### config.mk
export PLATFORM = sky130hd
export DESIGN_NAME = in_deser
export DESIGN_NICKNAME = d
export VERILOG_FILES = /design/src/rtl/in_deser.sv
export SDC_FILE = /design/constraint.sdc
export NUM_CORES = 1
export LEC_CHECK = 0
export ABC_AREA = 1
export ABC_CLOCK_PERIOD_IN_PS = 5100
export CORE_MARGIN = 2
export CORE_UTILIZATION = 55
export CTS_CLUSTER_SIZE = 30
export DETAILED_ROUTE_END_ITERATION = 16
export PLACE_DENSITY_LB_ADDON = 0.25
export SYNTH_ARGS = -nofsm -noshare
export SYNTH_HDL_FRONTEND = slang
export SYNTH_SLANG_ARGS = --single-unit
### constraint.sdc
create_clock -name clk -period 5.1 [get_ports clk]
set_input_delay 1.02 -clock clk [delete_from_list [all_inputs] [get_ports clk]]
set_output_delay 1.02 -clock clk [all_outputs]
set_load 0.02 [all_outputs]
### src/rtl/in_deser.sv
// in_deser: serial-to-parallel word assembler with sync framing and a 2-entry output buffer
module in_deser #(
    parameter int WIDTH     = 8,
    parameter bit MSB_FIRST = 1'b0
) (
    input  logic             clk,
    input  logic             rst,
    input  logic             dataIn,
    input  logic             sel,
    input  logic             sync,
    output logic [WIDTH-1:0] out_data,
    output logic             out_valid,
    input  logic             out_ready,
    output logic             aligned,
    output logic             overflow,
    output logic             frame_err,
    input  logic             err_clr
);
    localparam int CW = $clog2(WIDTH);
    typedef enum logic {HUNT, SHIFT} state_t;
    state_t           state_q, state_d;
    logic [CW-1:0]    cnt_q, cnt_d;
    logic [WIDTH-1:0] shift_q, shift_d;
    logic [WIDTH-1:0] mem_q [2];
    logic [1:0]       occ_q, occ_d;
    logic             rd_q, rd_d;
    logic             ovf_q, ovf_d, ferr_q, ferr_d;
    logic             push, ferr_set, pop, full, wr_en, wr_idx;
    function automatic logic [CW-1:0] bit_pos(input logic [CW-1:0] k);
        return MSB_FIRST ? CW'(WIDTH - 1) - k : k;
    endfunction
    // framing FSM: hunt for sync, then place each accepted bit and flag word completion
    always_comb begin
        state_d  = state_q;
        cnt_d    = cnt_q;
        shift_d  = shift_q;
        push     = 1'b0;
        ferr_set = 1'b0;
        if (sel && sync) begin
            shift_d[bit_pos('0)] = dataIn;
            cnt_d    = CW'(1);
            state_d  = SHIFT;
            ferr_set = (state_q == SHIFT) && (cnt_q != '0);
        end else if (sel && state_q == SHIFT) begin
            shift_d[bit_pos(cnt_q)] = dataIn;
            push  = (cnt_q == CW'(WIDTH - 1));
            cnt_d = push ? '0 : cnt_q + 1'b1;
        end
    end
    // buffer bookkeeping: read slot only advances when a word remains behind it
    always_comb begin
        pop    = out_valid & out_ready;
        full   = (occ_q == 2'd2);
        wr_en  = push & (~full | pop);
        wr_idx = rd_q ^ occ_q[0];
        occ_d  = occ_q + 2'(wr_en) - 2'(pop);
        rd_d   = (pop && (full || wr_en)) ? ~rd_q : rd_q;
        ovf_d  = (push & full & ~pop) | (ovf_q & ~err_clr);
        ferr_d = ferr_set | (ferr_q & ~err_clr);
    end
    // state, shifter, buffer and sticky flag registers
    always_ff @(posedge clk) begin
        if (rst) begin
            state_q <= HUNT;
            cnt_q   <= '0;
            shift_q <= '0;
            mem_q   <= '{default: '0};
            occ_q   <= '0;
            rd_q    <= 1'b0;
            ovf_q   <= 1'b0;
            ferr_q  <= 1'b0;
        end else begin
            state_q <= state_d;
            cnt_q   <= cnt_d;
            shift_q <= shift_d;
            if (wr_en) mem_q[wr_idx] <= shift_d;
            occ_q   <= occ_d;
            rd_q    <= rd_d;
            ovf_q   <= ovf_d;
            ferr_q  <= ferr_d;
        end
    end
    assign out_data  = mem_q[rd_q];
    assign out_valid = (occ_q != 2'd0);
    assign aligned   = (state_q == SHIFT);
    assign overflow  = ovf_q;
    assign frame_err = ferr_q;
endmodule

==> flow_metrics.py <==
metrics = {
    "power": {
        "peakVddDrop_mv": 0.285,
        "cellPowerDensity_nw_per_um2": 289,
        "power.leakage_nw": 0.884,
    },
    "run_status": {
        "outcome": "complete, no violations",
    },
    "flow_run": {
        "drv_cap": 0,
    },
    "critical_path": {
        "endpoint": "out_data[1]",
        "r2r_slack_ns": 2.97,
        "reg2reg_to": "occ_q[1]",
        "path_class": "register to output pin",
        "worst-r2r-cell-count": 11,
        "max_stage_delay_ns": 0.73,
        "end_kind": "output pin",
        "r2r_start": "cnt_q[0]",
        "slowest_stage": "dfxtp_1",
        "start_kind": "register",
        "critPathMaxFanout": 21,
        "crit_cells": 3,
        "cp.arrival_ns": 1.91,
        "path_buf_inv": 1,
        "cp_top_family": "flip-flops",
        "critPathLaunch": "rd_q",
        "cp_cell_sequence": "nand2_1 -> o21ai_0 -> clkdlybuf4s50_1",
        "cp.required_ns": 4.08,
    },
    "detailed_routing": {
        "avgRoutedWirePerCell_um": 11.6,
        "drt_iter0_markers": 83,
        "final_antenna_net_count": 0,
        "vias_per_cell": 5.11,
        "dr.pass1.iters": 5,
        "wl_um": 3360,
        "vias": 1481,
        "drc_errors": 0,
    },
    "synthesis": {
        "yosysTopAreaCell": "dfxtp_1",
        "netlist_top_cells_area": "dfxtp_1 (41%), nand2_1 (18%), inv_1 (7.9%)",
        "synth-seq-cells": 33,
        "ys_types": 24,
        "syn_inst": 237,
        "synth_nets": 249,
        "synth.top_cell.area_share_pct": 40.8,
        "syn_area_um2": 1620,
        "postSynthAreaPerCell_um2": 6.84,
        "synth_warnings": 0,
        "seq_area_frac_synth_pct": 40.8,
    },
    "sta": {
        "maxSlewViolCount": 0,
        "skew_ns": 0.0118,
        "fin_crit_ns": 2.93,
        "finalHoldViolCount": 0,
        "tightestPinTransition_ns": 0.620,
        "fmax_mhz": 342,
        "hold_ws_ns": 0.470,
        "finalCritPeriodShare_pct": 57.4,
        "fin_tns_setup_ns": 0,
        "rsz0062_at_grt": "false",
        "relSlewSlack_pct": 58.6,
        "finalSetupViolations": 0,
    },
    "cells_and_area": {
        "area_growth_pct": 17.7,
        "regArea_um2": 661,
        "multi_input_area_um2": 796,
        "n_antenna_cell": 0,
        "n_fill_cell": 236,
        "drive_gt1_share_pct": 6.95,
        "fin_nets": 270,
        "fin_util_pct": 68.6,
    },
    "worst_hold_path": {
        "whs_path_depth": 2,
        "hold_class": "register to register",
    },
    "clock_tree": {
        "cts_buffers": 5,
        "cts.path.max_buffers": 2,
        "cts.sinks": 33,
        "cts_htree_levels": 2,
        "clk_latency_ns": 0.34,
        "cts_tree": "yes",
        "cts.clk_slew.worst_paths_ns": 0.10,
        "cts_hold_buffers": 0,
        "ctsRootBufferMaster": "clkbuf_4",
        "postCtsSetupBuffers": 0,
        "ctsResizeCount": 0,
    },
    "placed_design": {
        "gp_congestion": 0.809,
        "port_buffers": 18,
        "dp_hpwl_um": 2320,
    },
    "grt": {
        "antenna_found_initial": 0,
        "grt_overflow": 0,
        "grt_max_degree": 22,
        "first_global_vias": 1306,
        "grt_pass1_wl_um": 5660,
        "grtUsageTotal_pct": 22.2,
    },
    "floorplanning": {
        "die_w_um": 58.3,
        "io_pins": 19,
        "rows": 19,
        "core_area_um2": 2780,
        "dieArea_um2": 3400,
        "initial_core_util_pct": 58.3,
        "fp.dieH_um": 58.3,
    },
}
-- placed cells by master (no fill, tap or decap), types with 2 or more instances in the layout --
cell type        instances
a211oi_1                 2
a21oi_1                 21
clkbuf_4                 5
clkdlybuf4s50_1         18
dfxtp_1                 33
ha_1                     5
inv_1                   34
inv_2                    4
nand2_1                 79
nand3_1                 10
nand3_4                  2
nor2_1                  20
o21ai_0                  9
o21bai_1                 4
-- metal layers --
metal,vias to the layer above,GRT usage [%],wire length (um)
met4,0,12.6,70
met5,-,0,0
met3,8,4.91,192
li1,772,-,-
met2,43,35.8,1590
met1,658,27.1,1500
-- state kept, by name, indices dropped and copies added (netlist names) --
| name | count |
|---|---|
| aligned | 1 |
| overflow | 1 |
| frame_err | 1 |
| cnt_q | 3 |
| occ_q | 2 |
| mem_q | 16 |
| rd_q | 1 |
| shift_q | 8 |
-- kinds of logic after synthesis --
group,Yosys count,share of synthesized area (%)
flip-flops,33,40.8
adder cells (fa/ha/maj),5,3.86
buffers and inverters,43,10.1
AO/OA/AOI/OAI,38,12.9
AND/OR/NAND/NOR,117,31.8
XOR/XNOR,1,0.541
-- worst reg2reg max path, stage by stage (launching register included) --
cell and delay, ns:
dfxtp_1 0.44, ha_1 0.19, ha_1 0.16, nand2_1 0.13, nor2_8 0.16, nand2_1 0.07
ha_1 0.28, inv_1 0.04, ha_1 0.18, xnor2_1 0.19, o21ai_0 0.11, a21oi_1 0.13
-- how the worst min path moves through the flow --
stage | endpoint | slack (ns) | startpoint
3_5_place_dp | frame_err | 0.46 | frame_err
5_1_grt | frame_err | 0.50 | frame_err
2_1_floorplan | mem_q[0] | 0.49 | mem_q[0]
3_3_place_gp | frame_err | 0.47 | frame_err
6_report | frame_err | 0.47 | frame_err
4_1_cts | frame_err | 0.48 | frame_err
-- per-stage QoR --
stage	instance area (um2)	instances	setup WS, ns	total power (W)
global placement	1820	282	2.22	0.000347
floorplan	1620	237	2.84	0.000327
detailed placement	1820	282	2.13	0.000349
CTS	1910	290	2.16	0.000552
finish	1910	290	2.17	0.000551
global route	1910	290	1.98	0.000576
-- where the power goes --
| part | switching (W) | leakage, nW | internal (W) | total (W) |
|---|---|---|---|---|
| clock network | 0.0000892 | 0.0455 | 0.000117 | 0.000206 |
| registers | 0.0000129 | 0.267 | 0.000265 | 0.000278 |
| logic | 0.0000420 | 0.571 | 0.0000247 | 0.0000668 |
-- final cells by class --
class	instances	share of cell area, %
Multi-Input combinational cell	161	41.7
Sequential cell	33	34.6
Timing Repair Buffer	18	9.45
Inverter	39	7.68
Clock buffer	7	2.89
Tap cell	31	2.03
Clock inverter	1	1.57
-- Yosys cell counts --
library cell	instances
buf_2	2
ha_1	5
a211oi_1	2
nand2_1	79
o21bai_1	4
inv_1	34
nand3_4	2
xnor2_1	1
clkinv_1	1
nand3_2	1
nor2_1	20
nand3_1	10
clkbuf_1	2
dfxtp_1	33
a31oi_1	1
nand2_2	1
nand2_4	1
nor2_2	1
inv_2	4
o21a_1	1
nor3_1	1
a21oi_1	21
o21ai_0	9
nor2_8	1
Note: power is estimated with default switching activity, not from simulation.
